--- src/rtl/tstate_seq_pkg.sv ---
// tstate_seq_pkg: shared CPU timing types and constants for the T-state sequencer, decoder and microcode stages
package tstate_seq_pkg;
  localparam int T_MAX_DEFAULT = 7;
  typedef enum logic [1:0] {
    HALTED    = 2'd0,
    RUNNING   = 2'd1,
    STEP_HOLD = 2'd2
  } seq_state_e;
  function automatic logic [2:0] eff_last(input logic [2:0] last, input logic [2:0] t_max);
    return (last > t_max) ? t_max : last;
  endfunction
endpackage

--- src/rtl/tstate_seq_step_edge.sv ---
// step_edge: rising-edge detector on the synchronous single-step request
module step_edge (
  input  logic clk,
  input  logic rst_n,
  input  logic d,
  output logic rise
);
  logic d_q;
  assign rise = d & ~d_q;
  // keep last cycle's request level so a held request fires only once
  always_ff @(posedge clk or negedge rst_n)
    if (!rst_n) d_q <= 1'b0;
    else d_q <= d;
endmodule

--- src/rtl/tstate_seq.sv ---
// tstate_seq: T-state sequencer with wait stalls, early end, halt at instruction boundary and single-step
module tstate_seq
  import tstate_seq_pkg::*;
#(
  parameter int T_MAX = T_MAX_DEFAULT
) (
  input  logic       Clk,
  input  logic       nClr,
  input  logic       Run,
  input  logic       Halt,
  input  logic       Wait,
  input  logic       EndEarly,
  input  logic [2:0] Last,
  input  logic       StepMode,
  input  logic       StepReq,
  output logic [2:0] State,
  output logic       En,
  output logic       InstrDone,
  output logic       Busy
);
  seq_state_e fsm_q, fsm_d;
  logic [2:0] state_q, state_d;
  logic       done_q, done_d;
  logic       busy_q, busy_d;
  logic       halt_q, halt_d;
  logic       step_rise;
  logic [2:0] el;
  logic       term;
  logic       adv;

  step_edge u_step_edge (
    .clk  (Clk),
    .rst_n(nClr),
    .d    (StepReq),
    .rise (step_rise)
  );

  assign State     = state_q;
  assign En        = busy_q;
  assign Busy      = busy_q;
  assign InstrDone = done_q;

  // next-state: advance/wrap the T-state, latch halt requests, stop only at a terminal advance
  always_comb begin
    el      = eff_last(Last, 3'(T_MAX));
    term    = (state_q >= el) | EndEarly;
    adv     = ~Wait & ((fsm_q == RUNNING) | ((fsm_q == STEP_HOLD) & StepMode & step_rise));
    fsm_d   = fsm_q;
    state_d = state_q;
    done_d  = 1'b0;
    halt_d  = halt_q | Halt;
    if (fsm_q == HALTED) begin
      state_d = 3'd0;
      halt_d  = 1'b0;
      fsm_d   = (Run & ~Halt) ? RUNNING : HALTED;
    end else if ((fsm_q == STEP_HOLD) & ~StepMode) begin
      fsm_d = RUNNING;
    end else if (adv) begin
      state_d = term ? 3'd0 : 3'(state_q + 3'd1);
      done_d  = term;
      fsm_d   = (term & (halt_q | Halt)) ? HALTED : StepMode ? STEP_HOLD : RUNNING;
      halt_d  = (fsm_d == HALTED) ? 1'b0 : halt_d;
    end
    busy_d = fsm_d != HALTED;
  end

  // register FSM state and every output; reset abandons any instruction in flight
  always_ff @(posedge Clk or negedge nClr)
    if (!nClr) begin
      fsm_q   <= HALTED;
      state_q <= 3'd0;
      done_q  <= 1'b0;
      busy_q  <= 1'b0;
      halt_q  <= 1'b0;
    end else begin
      fsm_q   <= fsm_d;
      state_q <= state_d;
      done_q  <= done_d;
      busy_q  <= busy_d;
      halt_q  <= halt_d;
    end
endmodule

--- config.mk ---
export PLATFORM = sky130hd
export DESIGN_NAME = tstate_seq
export DESIGN_NICKNAME = d
export VERILOG_FILES = /design/src/rtl/tstate_seq_pkg.sv /design/src/rtl/tstate_seq_step_edge.sv /design/src/rtl/tstate_seq.sv
export SDC_FILE = /design/constraint.sdc
export NUM_CORES = 1
export LEC_CHECK = 0
export CAP_MARGIN = 0
export CORE_AREA = 2 2 39 41
export CTS_CLUSTER_DIAMETER = 200
export DETAILED_ROUTE_END_ITERATION = 7
export DIE_AREA = 0 0 41 43
export HOLD_SLACK_MARGIN = 0.06
export PLACE_DENSITY = 0.7
export SYNTH_ARGS = -nofsm -noshare
export SYNTH_HDL_FRONTEND = slang
export SYNTH_SLANG_ARGS = --single-unit
--- constraint.sdc ---
create_clock -name Clk -period 1.9 [get_ports Clk]
set_clock_uncertainty 0.05 [all_clocks]
set_input_delay 0.19 -clock Clk [delete_from_list [all_inputs] [get_ports Clk]]
set_output_delay 0.19 -clock Clk [all_outputs]
set_load 0.05 [all_outputs]
==> results.cfg <==
[status]
status = finished, final reports clean

[power_and_ir_drop]
p_leak_nw = 0.343
peakVddDrop_uv = 624
p_per_area_mw_per_mm2 = 1270
total_power_mw = 0.972

[clocking]
numCtsBuffers = 3
clock_latency_ns = 0.26
clkSinkCount = 9
htreeDepth = 1
clk_pin_slew_worst_paths_ns = 0.06
cts_tree = done
clock-root-buffer = clkbuf_4
clockBufferDepth = 2

[grt]
grt_pass1_vias = 436
grt_pass1_wl_um = 1770
track_usage_pct = 15.3
antenna_found_initial = 0
grt_max_degree = 10
overflow = 0

[logic_synthesis]
yosysWarnings = 0
ys_seq_elements = 9
synthesis.nets = 71
synth_cells = 56
ys_seq_area_share_pct = 42.7
synth_area_per_cell_um2 = 9.43
synth_cell_types = 25
syn_area_um2 = 528

[sta]
max-slew-margin-rel_pct = 66.8
final.period_utilization_pct = 95.6
layout_setup_ws_ns = 0.0832
grt_setup_unrepaired = no
drv_slew = 0
finalCriticalPeriod_ns = 1.82
timing.fmax_ghz = 0.550
worstMarginPinSlew_ns = 0.496
final-setup-viol-count = 0
hold_violations = 0

[place]
gp_congestion = 0.778
dp_hpwl_um = 884
io_buffers = 16
pre_cts_slack_ns = -0.160
dpl.cell_count = 89

[critical_path]
path_buf_inv = 0
cpMaxStageDelayCell = dfrtp_2
required_ns = 2.04
r2r_cells = 6
critPathMaxFanout = 4
max_stage_delay_ns = 0.42
regToRegEndpoint = Busy$_DFF_PN0_
crit_path_end = Busy$_DFF_PN0_
cp-end-kind = flip-flop
startpoint = State[2]$_DFFE_PN0P_
path_class = flip-flop to flip-flop
startpoint_type = flip-flop
crit_chain = ha_1 > a211oi_2 > o21a_1 > nor3b_1 > o31ai_1 > o21bai_1
cp.depth = 6
critPathTopFamily = compound AO/OA/AOI/OAI gates
crit_arrival_ns = 1.95
ff2ff_setup_slack_ns = 0.08
r2r-start = State[2]$_DFFE_PN0P_

[routing]
routed_wl_um = 1190
vias = 489
viasPerCell = 5.15
wire_per_inst_um = 12.5
first_iter_violations = 24
drt_pass1_iterations = 4
route.antenna.remaining_nets = 0
drc_errors = 0

[flow_run]
maxCapViolCount = 0

[layout]
layoutNonFillerInstCount = 95
nets = 95
layout-drive-gt1-share_pct = 16.5
n_antenna_cell = 0
syn_to_final_growth_pct = 44.5

[floorplanning]
coreArea_mm2 = 0.00138
die_h_um = 43
ios = 17
initial_core_util_pct = 38.2
die_w_um = 41
fp.dieArea_mm2 = 0.00176
rows = 14

[hold_path]
hp-class = primary input to asynchronous set/reset pin
[power by group]
part / internal (mW) / switching (mW)
combinational: 0.222 / 0.295
sequential: 0.252 / 0.0536
clock: 0.0777 / 0.0705
total: 0.552 / 0.419
[worst reg2reg max path, cell delays in order, from the launching register on]
cell	delay, ns
dfrtp_2	0.42
ha_1	0.33
a211oi_2	0.22
o21a_1	0.23
nor3b_1	0.08
o31ai_1	0.25
o21bai_1	0.16
[metrics by stage]
step	instance area (µm²)	util (%)	hold WS, ns	TNS, ns
floorplan	529	-	-0.156	0
global placement	716	51.7	0.466	-0.317
detailed placement	716	51.7	0.465	-0.498
CTS	743	53.7	0.180	0
global route	763	55.2	0.193	0
finish	763	55.2	0.171	0
[cells in the mapped netlist]
master / n / area share, %
dfrtp_1: 9 / 43
nor2_1: 7 / 5.0
ha_1: 4 / 9.5
inv_1: 4 / 2.8
nand2_1: 4 / 2.8
a21oi_1: 3 / 2.8
nor2b_1: 3 / 3.6
o21ai_0: 3 / 2.8
nand3_1: 2 / 1.9
o21a_1: 2 / 2.8
a211oi_1: 1 / 1.4
buf_2: 1 / 0.95
buf_4: 1 / 1.4
buf_6: 1 / 2.1
mux2i_1: 1 / 1.9
nand2b_1: 1 / 1.2
nor3_1: 1 / 0.95
nor3b_1: 1 / 1.4
nor4bb_1: 1 / 1.9
o21bai_1: 1 / 1.4
o221ai_1: 1 / 1.7
o22ai_1: 1 / 1.2
o31ai_1: 1 / 1.4
o41ai_2: 1 / 3.1
or2_0: 1 / 1.2
[state kept, by name, summed over array words and instances, names as in the netlist]
| register | flops |
|---|---|
| halt_q | 1 |
| u_step_edge.d_q | 1 |
| State | 3 |
| fsm_q | 2 |
| InstrDone | 1 |
| Busy | 1 |
[routing by layer]
metal | track usage [%] | routed length, µm
met1 | 18.2 | 505
met2 | 23.4 | 587
met3 | 3.14 | 72
met4 | 10.0 | 20
met5 | 0 | 0
[worst min path at each step]
stage               startpoint                        end  slack (ns)  depth (start not counted)
floorplan                 nClr             Busy$_DFF_PN0_       -0.16                          0
global placement          nClr  u_step_edge.d_q$_DFF_PN0_        0.47                          1
detailed placement        nClr             Busy$_DFF_PN0_        0.46                          1
CTS                       nClr  u_step_edge.d_q$_DFF_PN0_        0.18                          1
global route              nClr         fsm_q[1]$_DFF_PN0_        0.19                          1
finish                    nClr  u_step_edge.d_q$_DFF_PN0_        0.17                          1
[kinds of logic after synthesis]
| logic type | share of synthesized area [%] |
|---|---|
| compound gates | 18.7 |
| fa+ha+maj | 9.48 |
| buf+inv | 7.34 |
| flops | 42.7 |
| mux | 1.90 |
| simple gates | 19.9 |
[cells in the final DEF, fill, tap and decap left out, types with 2 or more instances in the layout]
master	n
nand2_1	4
a21oi_1	3
nand3_1	2
inv_1	4
buf_4	6
nor2b_1	3
clkdlybuf4s50_1	16
nor2_1	7
o21ai_0	2
ha_1	4
o21a_1	2
clkbuf_4	3
dfrtp_1	8
[layout make-up]
type	instances	area (µm²)
fill	128	621
multi-input combinational	40	269
sequential	9	226
timing repair buffer	22	205
clock buffer	3	22.5
tap	16	20.0
inverter	4	15.0
clock inverter	1	5.00
[timing repair]
action	4_1_cts	5_1_grt
endpoints found under the setup margin	0	1
hold buffers	0	0
buffers inserted	0	2
resized for setup	0	2
Power figures use the tool's default switching activity.
